==> config.mk <==
export PLATFORM = sky130hd
export DESIGN_NAME = cache_arbiter
export DESIGN_NICKNAME = d
export VERILOG_FILES = /design/src/rtl/rv32i_types.sv /design/src/rtl/cache_arbiter.sv
export SDC_FILE = /design/constraint.sdc
export NUM_CORES = 1
export LEC_CHECK = 0
export ABC_CLOCK_PERIOD_IN_PS = 3200
export CAP_MARGIN = 20
export CORE_MARGIN = 4
export CORE_UTILIZATION = 34
export DETAILED_ROUTE_END_ITERATION = 16
export PLACE_DENSITY = 0.86
export SYNTH_ARGS = -nofsm -noshare
export SYNTH_HDL_FRONTEND = slang
export SYNTH_SLANG_ARGS = --single-unit
export TNS_END_PERCENT = 20
==> constraint.sdc <==
create_clock -name clk -period 3.2 [get_ports clk]
set_input_delay 0.64 -clock clk [delete_from_list [all_inputs] [get_ports clk]]
set_output_delay 0.64 -clock clk [all_outputs]
set_load 0.1 [all_outputs]
==> src/rtl/rv32i_types.sv <==
// Shared RV32I types: machine word and arbiter state encoding.
// Imported by the cache arbiter and its bench.
package rv32i_types;

  typedef logic [31:0] rv32i_word;

  typedef enum logic [1:0] {
    IDLE,
    SERVE_I,
    SERVE_D
  } arb_state_t;

endpackage

==> src/rtl/cache_arbiter.sv <==
// Two-client (I/D) arbiter onto one shared memory port; D wins ties.
// Optional I-side starvation guard under macro ARB_STARVE_GUARD_EN.
module cache_arbiter
  import rv32i_types::*;
#(
  parameter int unsigned STARVE_LIMIT = 4
) (
  input  logic       clk,
  input  logic       rst,
  input  logic       i_read,
  input  rv32i_word  i_address,
  output rv32i_word  i_rdata,
  output logic       i_resp,
  input  logic       d_read,
  input  logic       d_write,
  input  logic [3:0] d_byte_enable,
  input  rv32i_word  d_address,
  input  rv32i_word  d_wdata,
  output rv32i_word  d_rdata,
  output logic       d_resp,
  output logic       mem_read,
  output logic       mem_write,
  output logic [3:0] mem_byte_enable,
  output rv32i_word  mem_address,
  output rv32i_word  mem_wdata,
  input  rv32i_word  mem_rdata,
  input  logic       mem_resp
);

  if (STARVE_LIMIT < 1) begin : g_bad_limit
    $error("STARVE_LIMIT must be at least 1");
  end

  arb_state_t state_q, state_d;
  logic       rd_q, rd_d;
  logic       wr_q, wr_d;
  logic [3:0] be_q, be_d;
  rv32i_word  addr_q, addr_d;
  rv32i_word  wdata_q, wdata_d;

  logic d_req;
  logic d_win;
  logic force_i;
  logic busy;

  assign d_req = d_read | d_write;
  assign d_win = d_req & ~(force_i & i_read);
  assign busy  = (state_q != IDLE);

`ifdef ARB_STARVE_GUARD_EN
  localparam int unsigned CW = $clog2(STARVE_LIMIT + 1);

  logic [CW-1:0] cnt_q, cnt_d;

  assign force_i = (cnt_q == CW'(STARVE_LIMIT));

  // Count IDLE arbitrations the I-side loses; clear on I grant
  always_comb begin
    cnt_d = cnt_q;
    if (state_q == IDLE && i_read) begin
      if (!d_win) begin
        cnt_d = '0;
      end else if (!force_i) begin
        cnt_d = cnt_q + CW'(1);
      end
    end
  end

  // Starvation counter register
  always_ff @(posedge clk or posedge rst) begin
    if (rst) begin
      cnt_q <= '0;
    end else begin
      cnt_q <= cnt_d;
    end
  end
`else
  assign force_i = 1'b0;
`endif

  // Next state: pick a winner in IDLE and latch its command
  always_comb begin
    state_d = state_q;
    rd_d    = rd_q;
    wr_d    = wr_q;
    be_d    = be_q;
    addr_d  = addr_q;
    wdata_d = wdata_q;
    unique case (state_q)
      IDLE: begin
        if (d_win) begin
          state_d = SERVE_D;
          rd_d    = ~d_write;
          wr_d    = d_write;
          be_d    = d_byte_enable;
          addr_d  = d_address;
          wdata_d = d_wdata;
        end else if (i_read) begin
          state_d = SERVE_I;
          rd_d    = 1'b1;
          wr_d    = 1'b0;
          be_d    = 4'hF;
          addr_d  = i_address;
          wdata_d = '0;
        end
      end
      SERVE_I, SERVE_D: begin
        if (mem_resp) begin
          state_d = IDLE;
        end
      end
      default: state_d = IDLE;
    endcase
  end

  // State and latched command registers
  always_ff @(posedge clk or posedge rst) begin
    if (rst) begin
      state_q <= IDLE;
      rd_q    <= 1'b0;
      wr_q    <= 1'b0;
      be_q    <= '0;
      addr_q  <= '0;
      wdata_q <= '0;
    end else begin
      state_q <= state_d;
      rd_q    <= rd_d;
      wr_q    <= wr_d;
      be_q    <= be_d;
      addr_q  <= addr_d;
      wdata_q <= wdata_d;
    end
  end

  assign mem_read        = busy & rd_q;
  assign mem_write       = busy & wr_q;
  assign mem_byte_enable = be_q;
  assign mem_address     = addr_q;
  assign mem_wdata       = wdata_q;

  assign i_resp  = mem_resp & (state_q == SERVE_I);
  assign d_resp  = mem_resp & (state_q == SERVE_D);
  assign i_rdata = mem_rdata;
  assign d_rdata = mem_rdata;

endmodule

After elaboration in Yosys (flattened, before gate mapping)
Cells that the tools add are included.

operators by class
  add/sub/neg operators = 0
  multiply operators = 0
  divide/modulo/power cells = 0
  order comparisons = 0
  equality and inequality tests = 4
  shift operators = 0
  muxes and demuxes = 14
  bitwise logic cells = 6
  reduce and logical (&&, ||, !) cells = 6

operator list
  kind                  number
  $mux W32              4
  $mux W4               2
  $mux W2               3
  $and A1 B1 Y1         4
  $mux W1               4
  $pmux W2 S2           1
  $reduce_and A2 Y1     2
  $reduce_bool A2 Y1    2
  $ne A3 B3 Y1 const B  1
  $eq A2 B1 Y1 const B  1
  $eq A2 B2 Y1 const B  1
  $logic_not A2 Y1      1
  $ne A2 B2 Y1 const B  1
  $reduce_or A2 Y1      1
  $not A1 Y1            1
  $or A1 B1 Y1          1

storage, ports and cells
  bits in registers = 72
  bits in latches = 0
  bits in writable memories = 0
  ROM bits = 0
  input port bits = 138
  output and inout bits = 136
  word-level logic and storage cells = 36
  memories kept = 0

Logic depth before layout (Yosys ltp)
Gate-level depths: netlist of the first run.

  word-level depth = 4
  depth in mapped cells = 7
  gate-level depth less buffers = 5

Least setup slack after synthesis of the first run
Ideal clock, no wire load.

  kind = register -> output
  start = register state_q[0]
  end = output mem_read
  arrival = 2080 ps
  required time = 2560 ps
  setup slack = 480 ps
  cell stages (with the launch flop) = 5
  buffers on the path = 1
  cell sequence = dfrtp_1 -> inv_1 -> ha_1 -> buf_2 -> nor2b_1

on the way
  longest elaborated chain between the ends = 2

RTL lines
  item                    RTL line              RTL
  from (decl)             cache_arbiter.sv:34   arb_state_t state_q, state_d;
  from (signal assigned)  cache_arbiter.sv:126  state_q <= state_d;
  $reduce_bool A2 Y1      cache_arbiter.sv:48   assign busy = (state_q != IDLE);
  $and A1 B1 Y1           cache_arbiter.sv:135  assign mem_read = busy & rd_q;
  to (decl)               cache_arbiter.sv:21   output logic mem_read,

Every way passes these cells.

Worst setup path after layout of the first run
  start = input mem_resp
  end = output d_resp

on the way
  longest elaborated chain between the ends = 1

RTL lines
  item           RTL line              RTL
  from (decl)    cache_arbiter.sv:27   input logic mem_resp
  $and A1 B1 Y1  cache_arbiter.sv:142  assign d_resp = mem_resp & (state_q == SERVE_D);
  to (decl)      cache_arbiter.sv:20   output logic d_resp,

Every way passes these cells.

==> run metrics, run 1 <==
final setup fails=0; Post-CTS Setup Bufs=0; # resized after CTS=0; Syn. warnings=0; cts bufs inserted=9; Netlist cell types=19; hold crit path type=reg -> reg; GR Util All Layers=14.37%; nets=566; share of layout cells above drive strength 1=22.33%; fin crit share=around 69%; RSZ-0062 raised after global routing=false; initial core utilization=35.32%; Multi-input gate area=approximately 1100 um2; DR WL/cell=15.64 um; count of non-filler cells in the finished layout=563; Layout area overhead=41.08%; via count=around 2600; Pins Over Slew Limit=0; Max-slew headroom=approximately 50%; Inst Count DP=546; required time of the critical path=2.56 ns; Critical-path top delay cell=clkdlybuf4s50_1; Worst Tran Pin Value=0.7677 ns; Gate Count Post-Synth=316; DP Wirelength=6737 um; gr ovfl total=0; Max Cap Violations=0; H-tree Lvls=3; syn_nets=457; hold_buf cts=0; Reg area=1802 um2; critical path endpoint category=output port; Setup Skew=approximately 0.011 ns; post-synthesis sequential area ratio=approximately 52%; Final Wtd Congestion=0.6751; synthesized flop and latch total=72; Hold Vio Cnt, Final=0; Post-route DRC=0; clk buf depth=2; Startpoint Class=primary input; Tmin final=2.196 ns; status=completed; f_max=approximately 460 MHz; Syn Std Cell Area=between 3000 and 4000 um2; initial antenna violation count=0; critical path class=in -> out; number of antenna repair diodes=0; Skew-Pair Late Insertion Delay=0.34 ns; Worst Path Arrival=roughly 1.6 ns; worst hold path cell count=2; PortBufs=177; Post-Route WL=roughly 9000 um; Die H=109.2 um; critical path, cell by cell=clkdlybuf4s50_1, and2_1, buf_4; vias in the first global route=2748; CTS clock-pin slew for the worst setup and hold paths=0.08 ns; Via density=around 4.7; Root Driver=clkbuf_8; fillers=867; die width=109.2 um; clock sinks=72; num rows=36; length in cells of the worst reg-to-reg path=5; largest net degree at the start of global routing=101; CP max stage delay=0.49 ns; first-pass GRT wire length=13430 um; core area=9864 um2; Top Ports=274; drt initial violations=71; TritonRoute pass-1 iters=4; Sum Neg Setup Slack=0 ns; CTS tree=built; Max FO, Critical Path=3; die area=11930 um2; final antenna-violating net count=0; Mapped Avg Cell Area=11.03 um2
## path summary, 6_finish.rpt
check,slack (ns),end,start
max,1.00,d_resp,mem_resp
min,0.48,mem_byte_enable[3],mem_byte_enable[3]
max reg2reg,1.43,mem_wdata[30],state_q[1]
min reg2reg,0.48,mem_byte_enable[3],mem_byte_enable[3]
max in group asynchronous,1.76,mem_wdata[23],rst
min in group asynchronous,0.75,mem_wdata[9],rst
## layout make-up
cell class / instances / area share (%)
Sequential cell: 72 / 36.65
Timing Repair Buffer: 181 / 33.65
Multi-Input combinational cell: 157 / 22.19
Tap cell: 133 / 3.385
Clock buffer: 10 / 2.800
Clock inverter: 6 / 1.018
Inverter: 4 / 0.3054
## logic make-up (layout without fill, tap and decap cells)
| family | after synthesis | in the layout | synth area share, % |
|---|---|---|---|
| simple gates | 46 | 46 | 5.673 |
| mux | 32 | 32 | 9.192 |
| fa+ha+maj | 3 | 3 | 1.077 |
| compound gates | 76 | 76 | 15.30 |
| buf+inv | 87 | 201 | 17.06 |
| flops | 72 | 72 | 51.71 |
## synth_stat cells, drive strengths merged
cell,number,share of area (%)
o31a,1,0.25
nor2,1,0.32
and2,2,0.36
inv,4,0.43
nand2b,1,0.18
a22o,32,8.0
clkbuf,3,0.32
o22ai,1,0.18
mux2i,32,9.2
dfrtp,72,52
o31ai,1,0.61
ha,3,1.1
o21ai,35,5.0
nand2,38,4.1
buf,80,16
nor2b,4,0.72
a21oi,3,0.43
o22a,3,0.75
## stage by stage
stage | util (%) | cell area (um2) | hold WS, ns | setup WS [ns]
floorplan | - | 3485 | 0.4380 | 0.4799
global placement | 47.78 | 4713 | 0.4579 | 0.6236
detailed placement | 47.78 | 4713 | 0.4565 | 0.5268
CTS | 49.68 | 4901 | 0.4749 | 0.8895
global route | 49.84 | 4916 | 0.5040 | 0.8799
finish | 49.84 | 4916 | 0.4750 | 1.004
## flip-flops by register name, summed over array words and instances, names as in the netlist
name	cells
rd_q	1
mem_wdata	32
mem_address	32
state_q	2
mem_byte_enable	4
wr_q	1
## placed cells by master, fill, tap and decap left out
master,instances
mux2i_1,32
inv_6,3
clkinv_4,1
nor2b_2,1
inv_1,3
nor2b_1,3
o31ai_4,1
ha_1,3
buf_12,2
nor2_4,1
o31a_1,1
a21oi_1,3
buf_4,73
clkbuf_8,10
nand2b_1,1
a22o_1,32
dfrtp_1,72
o21ai_0,35
o22ai_1,1
buf_8,1
inv_2,1
clkinvlp_4,2
o22a_1,3
nand2_1,38
and2_1,2
clkdlybuf4s50_1,105
## critical path, delay by kind of cell
| family | cells | cell delay [ns] |
|---|---|---|
| buffers and inverters | 2 | 0.78 |
| AND/OR/NAND/NOR | 1 | 0.13 |
## layer usage
metal,vias to the layer above,part of all wire (%),global-route usage (%)
met4,0,1.8,5.343
met1,1228,37,16.44
met5,-,0,0
met2,131,50,24.43
met3,21,11,5.447
li1,1241,-,-
Power of run 1 is left out: the tool's default activity adds up to more than one toggle a clock period on the data nets, which glitch-free logic cannot reach.
==> run 2, diff against run 1 <==
--- a/config.mk
+++ b/config.mk
@@ -5,7 +5,7 @@
 export SDC_FILE = /design/constraint.sdc
 export NUM_CORES = 1
 export LEC_CHECK = 0
-export ABC_CLOCK_PERIOD_IN_PS = 3200
+export ABC_CLOCK_PERIOD_IN_PS = 2100
 export CAP_MARGIN = 20
 export CORE_MARGIN = 4
 export CORE_UTILIZATION = 34
==> constraint.sdc (replaced) <==
create_clock -name clk -period 2.1 [get_ports clk]
set_input_delay 0.42 -clock clk [delete_from_list [all_inputs] [get_ports clk]]
set_output_delay 0.42 -clock clk [all_outputs]
set_load 0.1 [all_outputs]
==> run metrics, run 2 (synthesized netlist as in run 1, its figures left out) <==
fin crit share=95.29%; clock sinks=72; PortBufs=177; status=completed; Final Wtd Congestion=0.7144; share of layout cells above drive strength 1=between 20% and 30%; Reg area=1802 um2; vias in the first global route=2667; TritonRoute pass-1 iters=4; most common cell after layout, fill and taps aside=clkdlybuf4s50_1; Max Cap Violations=0; # resized after CTS=0; hold_buf cts=0; Die H=approximately 110 um; Skew-Pair Late Insertion Delay=between 0.3 and 0.4 ns; number of antenna repair diodes=0; GR Util All Layers=14.91%; Setup Skew=0.01953 ns; num rows=36; nets=569; Placed Area=slightly below 5000 um2; Buf/Inv on CP=2; Post-route DRC=0; hold crit path type=reg -> reg; CTS clock-pin slew for the worst setup and hold paths=0.09 ns; Critical-path top delay cell=dfrtp_1; R2R setup slack=0.44 ns; Top Ports=274; via count=2639; critical path, cell by cell=inv_1, ha_1, nor2b_1, buf_12; most frequent cells in the layout=clkdlybuf4s50_1, dfrtp_1, buf_4; Multi-input gate area=1091 um2; Hold Vio Cnt, Final=0; required time of the critical path=about 1.7 ns; Final Instance Area=5036 um2; critical path endpoint category=output port; Worst Path Arrival=1.58 ns; Final WS setup=0.09883 ns; H-tree Lvls=3; gr ovfl total=0; DR WL/cell=16.22 um; final core utilization=between 50% and 60%; final antenna-violating net count=0; dpl ws=about 0.16 ns; cts bufs inserted=9; Startpoint Class=flop; first-pass GRT wire length=13540 um; drt initial violations=86; Max-slew headroom=68.09%; clk buf depth=2; Root Driver=clkbuf_8; Pins Over Slew Limit=0; RSZ-0062 raised after global routing=false; Layout area overhead=44.52%; fillers=852; CP max stage delay=around 0.36 ns; die width=109.2 um; largest net degree at the start of global routing=73; die area=11930 um2; f_max=499.7 MHz; CTS tree=built; Worst Tran Pin Value=0.4737 ns; Post-Route WL=9183 um; final setup fails=0; critical path class=reg -> out; Via density=between 4 and 5; initial antenna violation count=0; Post-CTS Setup Bufs=0; Top delay family on crit path=flip-flops; Max FO, Critical Path=9; initial core utilization=35.32%; Tmin final=roughly 2 ns; core area=just under 10000 um2; DP Wirelength=between 7000 and 8000 um
==> run 2: changes by cell type in the layout (fill, tap and decap cells not counted), sizes merged <==
cell	before	now
bufinv	0	1
inv	7	6
clkinv	1	2
buf	76	79
clkbuf	10	9
==> run 2: area by class of cell <==
class	instances	share of cell area, %
flip-flops and latches	72	35.78
clock inverters	7	1.540
clock buffers	9	2.460
inverters	4	0.3727
repair buffers	184	34.88
well taps	133	3.304
multi-input cells	157	21.66
==> run 2: path summary, 6_finish.rpt <==
check                                        start                 end  depth (start not counted)
worst min register to register  mem_byte_enable[3]  mem_byte_enable[3]                          2
worst max register to register          state_q[0]       mem_wdata[30]                          5
max in group asynchronous                      rst      mem_address[7]                          3
min in group asynchronous                      rst     mem_address[28]                          3
worst min-delay path            mem_byte_enable[3]  mem_byte_enable[3]                          2
worst max-delay path                    state_q[0]            mem_read                          4
==> run 2: worst min-delay path, cell delays in order, from the launching register on <==
cell     delay, ns
dfrtp_1       0.35
nand2_1       0.05
nand2_1       0.05
==> run 2: per-layer routing <==
metal	up-vias	global-route usage (%)	wire, um
met5	-	0	0
met4	0	4.363	104
met3	13	7.164	1171
met2	161	27.02	4757
met1	1223	15.15	3150
li1	1242	-	-
==> run 2: per-stage QoR <==
step	setup TNS [ns]	instances	hold WS, ns
after global routing	0	566	0.5027
after floorplan	-0.8002	316	0.4380
final	0	566	0.4806
after global placement	0	550	0.4536
after detailed placement	0	550	0.4675
after CTS	0	566	0.4857
Power of run 2 is left out for the same reason.
==> run 3, diff against run 2 <==
--- a/config.mk
+++ b/config.mk
@@ -9,6 +9,7 @@
 export CAP_MARGIN = 20
 export CORE_MARGIN = 4
 export CORE_UTILIZATION = 34
+export CTS_CLUSTER_SIZE = 30
 export DETAILED_ROUTE_END_ITERATION = 16
 export PLACE_DENSITY = 0.86
 export SYNTH_ARGS = -nofsm -noshare
==> results of run 3 <==
No change in the layout: final DEF, timing and power equal those of run 2.
Power of run 3 is left out for the same reason.
